## config.mk

```make
export PLATFORM = sky130hd
export DESIGN_NAME = frame_control_flat
export DESIGN_NICKNAME = d
export VERILOG_FILES = /design/src/rtl/frame_control_if.sv /design/src/rtl/frame_control.sv /design/src/flat_wrapper.sv
export SDC_FILE = /design/constraint.sdc
export NUM_CORES = 1
export LEC_CHECK = 0
export CAP_MARGIN = 20
export CORE_AREA = 2 2 162 164
export CTS_CLUSTER_SIZE = 24
export DETAILED_ROUTE_END_ITERATION = 10
export DIE_AREA = 0 0 164 166
export HOLD_SLACK_MARGIN = 0.06
export MAX_ROUTING_LAYER = met4
export PLACE_DENSITY = 0.79
export SETUP_SLACK_MARGIN = 0.1
export SYNTH_ARGS = -nofsm -noshare
export SYNTH_HDL_FRONTEND = slang
export SYNTH_SLANG_ARGS = --single-unit
```

## constraint.sdc

```tcl
create_clock -name clk -period 7 [get_ports clk]
set_input_delay 0.7 -clock clk [delete_from_list [all_inputs] [get_ports clk]]
set_output_delay 0.7 -clock clk [all_outputs]
set_load 0.005 [all_outputs]
```

## src/rtl/frame_control_if.sv

```systemverilog
// frame_control_if: stream, pipe and status signals of the frame controller
interface frame_control_if #(parameter int DATA_W = 64, parameter int CNT_W = 32);
  logic start;
  logic [CNT_W-1:0] in_beats, out_beats;
  logic in_valid, in_ready;
  logic [DATA_W-1:0] in_data;
  logic pipe_in_valid, pipe_in_ready;
  logic [DATA_W-1:0] pipe_in_data;
  logic pipe_reset;
  logic pipe_out_valid, pipe_out_ready;
  logic [DATA_W-1:0] pipe_out_data;
  logic out_valid, out_ready;
  logic [DATA_W-1:0] out_data;
  logic busy, done, overflow;
  modport slave(
    input start, in_beats, out_beats, in_valid, in_data, pipe_in_ready,
          pipe_out_valid, pipe_out_data, out_ready,
    output in_ready, pipe_in_valid, pipe_in_data, pipe_reset, pipe_out_ready,
           out_valid, out_data, busy, done, overflow
  );
  modport master(
    output start, in_beats, out_beats, in_valid, in_data, pipe_in_ready,
           pipe_out_valid, pipe_out_data, out_ready,
    input in_ready, pipe_in_valid, pipe_in_data, pipe_reset, pipe_out_ready,
          out_valid, out_data, busy, done, overflow
  );
endinterface

```

## src/rtl/frame_control.sv

```systemverilog
// frame_control: resets the pipe, admits in_beats inputs and forwards out_beats outputs per frame
module frame_control #(
  parameter int DATA_W = 64,
  parameter int CNT_W = 32,
  parameter int RST_CYCLES = 4
) (
  input logic clk,
  input logic rst,
  frame_control_if.slave bus
);
  localparam logic [1:0] IDLE = 2'd0, PRST = 2'd1, RUN = 2'd2, DONE = 2'd3;
  localparam logic [CNT_W-1:0] RST_LAST = CNT_W'(RST_CYCLES - 1);
  logic [1:0] state_q, state_d;
  logic [CNT_W-1:0] in_len_q, in_len_d, out_len_q, out_len_d;
  logic [CNT_W-1:0] in_cnt_q, in_cnt_d, out_cnt_q, out_cnt_d, rc_q, rc_d;
  logic ovf_q, ovf_d;
  logic run, in_open, out_open, in_fire, out_fire, drop;
  always_comb begin
    run = state_q == RUN;
    in_open = run && in_cnt_q != in_len_q;
    out_open = run && out_cnt_q != out_len_q;
    in_fire = in_open && bus.in_valid && bus.pipe_in_ready;
    out_fire = out_open && bus.pipe_out_valid && bus.out_ready;
    drop = bus.pipe_out_valid && (state_q == DONE || (run && !out_open));
    state_d = state_q;
    in_len_d = in_len_q;
    out_len_d = out_len_q;
    in_cnt_d = in_fire ? in_cnt_q + CNT_W'(1) : in_cnt_q;
    out_cnt_d = out_fire ? out_cnt_q + CNT_W'(1) : out_cnt_q;
    rc_d = rc_q;
    ovf_d = ovf_q || drop;
    if ((state_q == IDLE || state_q == DONE) && bus.start) begin
      state_d = PRST;
      in_len_d = bus.in_beats;
      out_len_d = bus.out_beats;
      in_cnt_d = '0;
      out_cnt_d = '0;
      rc_d = '0;
      ovf_d = 1'b0;
    end else if (state_q == PRST) begin
      state_d = rc_q == RST_LAST ? RUN : PRST;
      rc_d = rc_q + CNT_W'(1);
    end else if (run && in_cnt_d == in_len_q && out_cnt_d == out_len_q) begin
      state_d = DONE;
    end
  end
  always_ff @(posedge clk) begin
    if (rst) begin
      state_q <= IDLE;
      in_len_q <= '0;
      out_len_q <= '0;
      in_cnt_q <= '0;
      out_cnt_q <= '0;
      rc_q <= '0;
      ovf_q <= 1'b0;
    end else begin
      state_q <= state_d;
      in_len_q <= in_len_d;
      out_len_q <= out_len_d;
      in_cnt_q <= in_cnt_d;
      out_cnt_q <= out_cnt_d;
      rc_q <= rc_d;
      ovf_q <= ovf_d;
    end
  end
  assign bus.pipe_in_valid = in_open && bus.in_valid;
  assign bus.in_ready = in_open && bus.pipe_in_ready;
  assign bus.pipe_in_data = bus.in_data;
  assign bus.out_valid = out_open && bus.pipe_out_valid;
  assign bus.pipe_out_ready = out_open ? bus.out_ready : (run || state_q == DONE);
  assign bus.out_data = bus.pipe_out_data[DATA_W-1:0];
  assign bus.pipe_reset = state_q == IDLE || state_q == PRST;
  assign bus.busy = state_q == PRST || run;
  assign bus.done = state_q == DONE;
  assign bus.overflow = ovf_q;
endmodule
```

## src/flat_wrapper.sv

```systemverilog
// flat-port wrapper written by rule: the top's interface ports become plain ports
module frame_control_flat 
#(
  parameter int DATA_W = 64,
  parameter int CNT_W = 32,
  parameter int RST_CYCLES = 4
)
  (clk, rst, bus_start, bus_in_beats, bus_out_beats, bus_in_valid, bus_in_data, bus_pipe_in_ready, bus_pipe_out_valid, bus_pipe_out_data, bus_out_ready, bus_in_ready, bus_pipe_in_valid, bus_pipe_in_data, bus_pipe_reset, bus_pipe_out_ready, bus_out_valid, bus_out_data, bus_busy, bus_done, bus_overflow);
  frame_control_if #(.DATA_W(DATA_W), .CNT_W(CNT_W)) bus_i ();
  input logic clk;
  input logic rst;
  input wire logic [$bits(bus_i.start)-1:0] bus_start;
  input wire logic [$bits(bus_i.in_beats)-1:0] bus_in_beats;
  input wire logic [$bits(bus_i.out_beats)-1:0] bus_out_beats;
  input wire logic [$bits(bus_i.in_valid)-1:0] bus_in_valid;
  input wire logic [$bits(bus_i.in_data)-1:0] bus_in_data;
  input wire logic [$bits(bus_i.pipe_in_ready)-1:0] bus_pipe_in_ready;
  input wire logic [$bits(bus_i.pipe_out_valid)-1:0] bus_pipe_out_valid;
  input wire logic [$bits(bus_i.pipe_out_data)-1:0] bus_pipe_out_data;
  input wire logic [$bits(bus_i.out_ready)-1:0] bus_out_ready;
  output wire logic [$bits(bus_i.in_ready)-1:0] bus_in_ready;
  output wire logic [$bits(bus_i.pipe_in_valid)-1:0] bus_pipe_in_valid;
  output wire logic [$bits(bus_i.pipe_in_data)-1:0] bus_pipe_in_data;
  output wire logic [$bits(bus_i.pipe_reset)-1:0] bus_pipe_reset;
  output wire logic [$bits(bus_i.pipe_out_ready)-1:0] bus_pipe_out_ready;
  output wire logic [$bits(bus_i.out_valid)-1:0] bus_out_valid;
  output wire logic [$bits(bus_i.out_data)-1:0] bus_out_data;
  output wire logic [$bits(bus_i.busy)-1:0] bus_busy;
  output wire logic [$bits(bus_i.done)-1:0] bus_done;
  output wire logic [$bits(bus_i.overflow)-1:0] bus_overflow;
  assign bus_i.start = bus_start;
  assign bus_i.in_beats = bus_in_beats;
  assign bus_i.out_beats = bus_out_beats;
  assign bus_i.in_valid = bus_in_valid;
  assign bus_i.in_data = bus_in_data;
  assign bus_i.pipe_in_ready = bus_pipe_in_ready;
  assign bus_i.pipe_out_valid = bus_pipe_out_valid;
  assign bus_i.pipe_out_data = bus_pipe_out_data;
  assign bus_i.out_ready = bus_out_ready;
  assign bus_in_ready = bus_i.in_ready;
  assign bus_pipe_in_valid = bus_i.pipe_in_valid;
  assign bus_pipe_in_data = bus_i.pipe_in_data;
  assign bus_pipe_reset = bus_i.pipe_reset;
  assign bus_pipe_out_ready = bus_i.pipe_out_ready;
  assign bus_out_valid = bus_i.out_valid;
  assign bus_out_data = bus_i.out_data;
  assign bus_busy = bus_i.busy;
  assign bus_done = bus_i.done;
  assign bus_overflow = bus_i.overflow;
  frame_control #(.DATA_W(DATA_W), .CNT_W(CNT_W), .RST_CYCLES(RST_CYCLES)) u_core (.clk(clk), .rst(rst), .bus(bus_i));
endmodule
```

# --- Yosys cells after proc, flatten, opt, wreduce, memory -nomap -nowiden ---
# Index checks and enable logic that the tools add are counted.
word_totals:
  reg_bits: 163
  word_cells: 49
  inputBits: 199
  output_inout_bits: 136
classes:
  n_addsub: 3
  n_reduce_logical: 23
  n_mux: 7
  n_eq_ne: 8
ops:
  columns: ["cell", "count"]
  rows:
  - ["$add 32x1->32 const B", 3]
  - ["$eq 32x32->1", 2]
  - ["$mux 32", 2]
  - ["$ne 32x32->1", 2]
  - ["$eq 32x2->1 const B", 1]
  - ["$logic_and 1x1->1", 12]
  - ["$logic_or 1x1->1", 6]
  - ["$mux 2", 3]
  - ["$eq 2x2->1 const B", 2]
  - ["$reduce_bool 3->1", 1]
  - ["$eq 2x1->1 const B", 1]
  - ["$logic_not 2->1", 1]
  - ["$mux 1", 2]
  - ["$reduce_bool 2->1", 1]
  - ["$reduce_or 2->1", 1]
  - ["$logic_not 1->1", 1]

# --- Logic depth before layout (Yosys ltp) ---
logic_depth:
  depth_word: 11
  ltp_mapped: 15
  depth_no_buf: 13

# --- Worst setup path before layout ---
# Ideal clock, no wire load.
synth_timing:
  path_kind: "flip-flop to flip-flop"
  startpoint: "register u_core.in_cnt_q[6]"
  endpoint: "register u_core.state_q[1]"
  setup_ns: 0.060
  period_less_slack_ns: 3.896
  path_slack_ns: 3.104
  required_ns: 6.940
  path_buffers: 1
  path_stages_with_launch: 13
  arrival_time_ns: 3.836
  cell_sequence: "dfxtp_1 -> buf_6 -> xor2_1 -> or4_1 -> or4_4 -> o2111ai_1 -> mux2i_1 -> a21boi_1 -> o2111ai_1 -> or4b_1 -> or4_1 -> nor4_1 -> o311a_1"
synth_between:
  elab_chain_len: 9
  elab_cells_between_ends: 10
  cone_classes: "add/sub (1); eq/ne (2); mux (1); reduce/logical (6)"
synth_rtl:
  columns: ["element", "line", "rtl"]
  rows:
  - ["from (decl)", "frame_control.sv:15", "logic [CNT_W-1:0] in_cnt_q, in_cnt_d, out_cnt_q, out_cnt_d, rc_q, rc_d;"]
  - ["from (signal assigned)", "frame_control.sv:60", "in_cnt_q <= in_cnt_d;"]
  - ["branches (longest 4 deep; another with $add 32x1->32)", null, null]
  - ["$mux 32 *", "frame_control.sv:28", "in_cnt_d = in_fire ? in_cnt_q + CNT_W'(1) : in_cnt_q;"]
  - ["$eq 32x32->1 *", "frame_control.sv:43", "end else if (run && in_cnt_d == in_len_q && out_cnt_d == out_len_q) begin"]
  - ["$logic_and 1x1->1 * (2 in a row)", "frame_control.sv:43", null]
  - ["$reduce_bool 2->1 (no source line) *", null, null]
  - ["to (signal assigned)", "frame_control.sv:57", "state_q <= state_d;"]
  - ["to (decl)", "frame_control.sv:13", "logic [1:0] state_q, state_d;"]
# Every way passes the cells marked *.
# A chain may end at the register's enable or synchronous reset.

# --- Final worst setup path ---
layout_timing:
  startpoint: "input port bus_in_valid"
  endpoint: "register u_core.state_q[1]"
layout_between:
  elab_chain_len: 7
layout_rtl:
  columns: ["element", "line", "rtl"]
  rows:
  - ["from (decl)", "flat_wrapper.sv:15", "input wire logic [$bits(bus_i.in_valid)-1:0] bus_in_valid;"]
  - ["$logic_and 1x1->1 (2 in a row)", "frame_control.sv:22", "in_fire = in_open && bus.in_valid && bus.pipe_in_ready;"]
  - ["$mux 32", "frame_control.sv:28", null]
  - ["$eq 32x32->1", "frame_control.sv:43", null]
  - ["$logic_and 1x1->1 (2 in a row)", "frame_control.sv:43", null]
  - ["$reduce_bool 2->1 (no source line)", null, null]
# Every way passes these cells.

==> flow_metrics.py <==
metrics = {
    "cts": {
        "cts_hold_buf": 0,
        "clk_pin_slew_ns": 0.08,
        "htreeDepth": 4,
        "clk_latency_ns": 0.45,
        "ctsResizeCount": 0,
        "cts.path.max_buffers": 2,
        "post_cts_buffers": 0,
        "cts_made_buffers": 17,
        "cts.sinks": 163,
        "cts_tree": "yes",
        "root_buffer": "clkbuf_16",
    },
    "setup_path": {
        "cp-end-kind": "flip-flop",
        "path_max_fanout": 14,
        "cp-start-kind": "input port",
        "rr_startpoint": "u_core.state_q[0]$_SDFFE_PP0P_",
        "crit_path_start": "bus_in_valid",
        "path_class": "input port to flip-flop",
        "cp_data_arrival_time_ns": 5.41,
        "crit_required_ns": 7.40,
        "ff2ff_path_depth": 12,
    },
    "placed_design": {
        "gp_congestion": 1.07,
        "place_hpwl_um": 32500,
        "io_buffer_count": 78,
    },
    "timing": {
        "relSlewSlack_pct": 28.1,
        "finalSetupViolCount": 0,
        "final.min_clock_period_ns": 5.01,
        "tns_ns": 0,
        "finalHoldViolations": 0,
        "worst_slew_pin_slew_ns": 1.08,
        "finalCritPeriodShare_pct": 71.6,
        "holdWs_ns": 0.473,
        "clock_skew_ns": 0.0100,
        "rsz0062_at_grt": "false",
        "drv_slew": 0,
        "max_freq_mhz": 200,
    },
    "synthesis": {
        "async_flop_share_pct": 0,
        "yosys.area.top_type": "dfxtp_1",
        "syn_inst": 1501,
        "yosys_warnings": 0,
        "synth_edf_count": 0,
        "synth_area_per_cell_sq_um": 7.51,
        "ys_top_cells_by_area": "dfxtp_1 29%, buf_4 8.6%, nand2_1 6.9%, xor2_1 6.1%, xnor2_1 5.8%",
        "ys_seq_area_share_pct": 29.0,
        "synth_top_area_share_pct": 29.0,
        "synthDistinctLibCells": 84,
        "syn_nets": 1707,
        "synth_seq_cells": 163,
        "syn-cell-area_sq_mm": 0.0113,
        "ys.flop_type": "dfxtp_1",
    },
    "floorplanning": {
        "io_pins": 335,
        "dieArea_sq_mm": 0.0272,
        "start_util_pct": 44.0,
        "chipHeight_um": 166,
        "core_area_sq_mm": 0.0256,
        "fp.dieW_um": 164,
        "rows": 59,
    },
    "routing": {
        "avgViaCountPerCell": 6.19,
        "drt_wl_total_um": 42900,
        "num_vias": 10800,
        "drc_errors": 0,
        "drt-initial-drc-count": 1089,
        "ant_nets": 0,
        "post_drt_wl_per_cell_um": 24.6,
        "drtPass1Iterations": 7,
    },
    "final_layout": {
        "final_common_cell": "nand2_1",
        "antenna_cells": 0,
        "nets": 1602,
        "drive_gt1_share_pct": 5.25,
        "syn2layout_area_growth_pct": 5.40,
        "layout_common_cells": "207 x nand2_1, 163 x dfxtp_1, 161 x nor2_1",
    },
    "global_routing": {
        "grt_pass1_wl_um": 63500,
        "grt_usage_pct": 32.0,
        "grt_max_degree": 96,
        "overflow": 0,
        "antenna_found_initial": 0,
        "first_global_vias": 10100,
    },
    "power": {
        "power_density_mw_per_mm2": 213,
        "vdd_drop_max_mv": 0.151,
        "power.leakage_nw": 4.07,
    },
    "run_status": {
        "status": "finished clean",
    },
    "run": {
        "max_cap_violations": 0,
    },
    "min_path": {
        "holdCritStartpoint": "u_core.in_len_q[28]$_SDFFE_PP0P_",
        "min_path_type": "flip-flop to flip-flop",
        "min_path_cells": 2,
    },
}
[report_power, final]
group          leakage (nW)  total, W  internal, W  switching, W
Clock                 0.284  0.000981     0.000507      0.000474
Sequential             1.32   0.00105     0.000968     0.0000814
Combinational          2.46  0.000498     0.000199      0.000299
[cell type report]
cell class                      instances  area, sq um
Tap cell                              335          419
Multi-Input combinational cell       1104         6630
Fill cell                            2594        13700
Sequential cell                       163         3260
Clock inverter                         15          161
Clock buffer                           17          425
Inverter                               17         63.8
Timing Repair Buffer                   93          912
[path summary, 6_finish.rpt]
| check | endpoint | slack, ns |
|---|---|---|
| max | u_core.state_q[1]$_SDFFE_PP0P_ | 1.99 |
| min | u_core.in_len_q[28]$_SDFFE_PP0P_ | 0.47 |
| min reg2reg | u_core.in_len_q[28]$_SDFFE_PP0P_ | 0.47 |
| max reg2reg | u_core.state_q[1]$_SDFFE_PP0P_ | 2.01 |
[flip-flops by register name, indices dropped and copies added, names as in the netlist]
| name | count |
|---|---|
| u_core.bus.overflow | 1 |
| u_core.in_cnt_q | 32 |
| u_core.in_len_q | 32 |
| u_core.out_cnt_q | 32 |
| u_core.out_len_q | 32 |
| u_core.rc_q | 32 |
| u_core.state_q | 2 |
[critical path: stages]
cell             delay [ns]
clkdlybuf4s50_1        0.51
and3_1                 0.65
and3_1                 0.64
o2111ai_1              0.64
nor2_1                 0.47
o21ai_0                0.12
a2111oi_0              0.44
nand3_1                0.11
or4_1                  0.58
nor4_1                 0.35
o311a_1                0.18
[through the flow]
step | util (%) | worst slack (ns) | instance area (sq um) | total power, W | cells
after floorplan | - | 3.10 | 11300 | 0.00140 | 1501
after global placement | 43.9 | 1.91 | 11300 | 0.00155 | 1710
after detailed placement | 44.0 | 1.74 | 11300 | 0.00155 | 1711
after CTS | 46.3 | 2.19 | 11900 | 0.00252 | 1743
after global routing | 46.4 | 1.76 | 11900 | 0.00262 | 1744
final | 46.4 | 1.99 | 11900 | 0.00253 | 1744
[cell usage after synthesis (all sizes together) (4+ instances only)]
library cell  instances
o211ai                6
ha                    7
nand4b                5
xnor2                76
mux2i                 5
o22ai                11
and3b                 5
nand2               207
nand3b               12
nor3                 31
nand2b               13
buf                 145
xor2                 79
and3                 29
and4                 11
dfxtp               163
nor2                163
o21ai                54
nor2b                 8
nand4                44
o2111a                4
clkbuf               72
a2111oi               7
o21a                  5
a211oi                8
or2                   6
nor4                 37
or3                  19
a31oi                 6
and2                 15
inv                  17
or4                  11
nor3b                 5
a21oi                97
or4b                  5
nor4b                 5
nand3                48
o2111ai               8
nor4bb                4
[metal layers]
layer	wire (um)	part of all wire, %	up-vias	GRT usage, %
met2	19500	45	540	49.0
met4	2520	5.9	0	17.0
met5	0	0	-	-
li1	-	-	4904	-
met1	17700	41	5182	40.7
met3	3190	7.4	167	4.62
[kinds of logic (layout without fill, tap and decap cells)]
logic type | count (synthesis) | count (layout) | synth area share (%)
AO/OA/AOI/OAI | 248 | 248 | 14.0
XOR/XNOR | 158 | 158 | 12.9
adder cells (fa/ha/maj) | 7 | 7 | 0.777
buffers and inverters | 234 | 142 | 12.3
flip-flops | 163 | 163 | 29.0
multiplexers | 6 | 6 | 0.544
AND/OR/NAND/NOR | 685 | 685 | 30.5
Power figures use the tool's default switching activity.
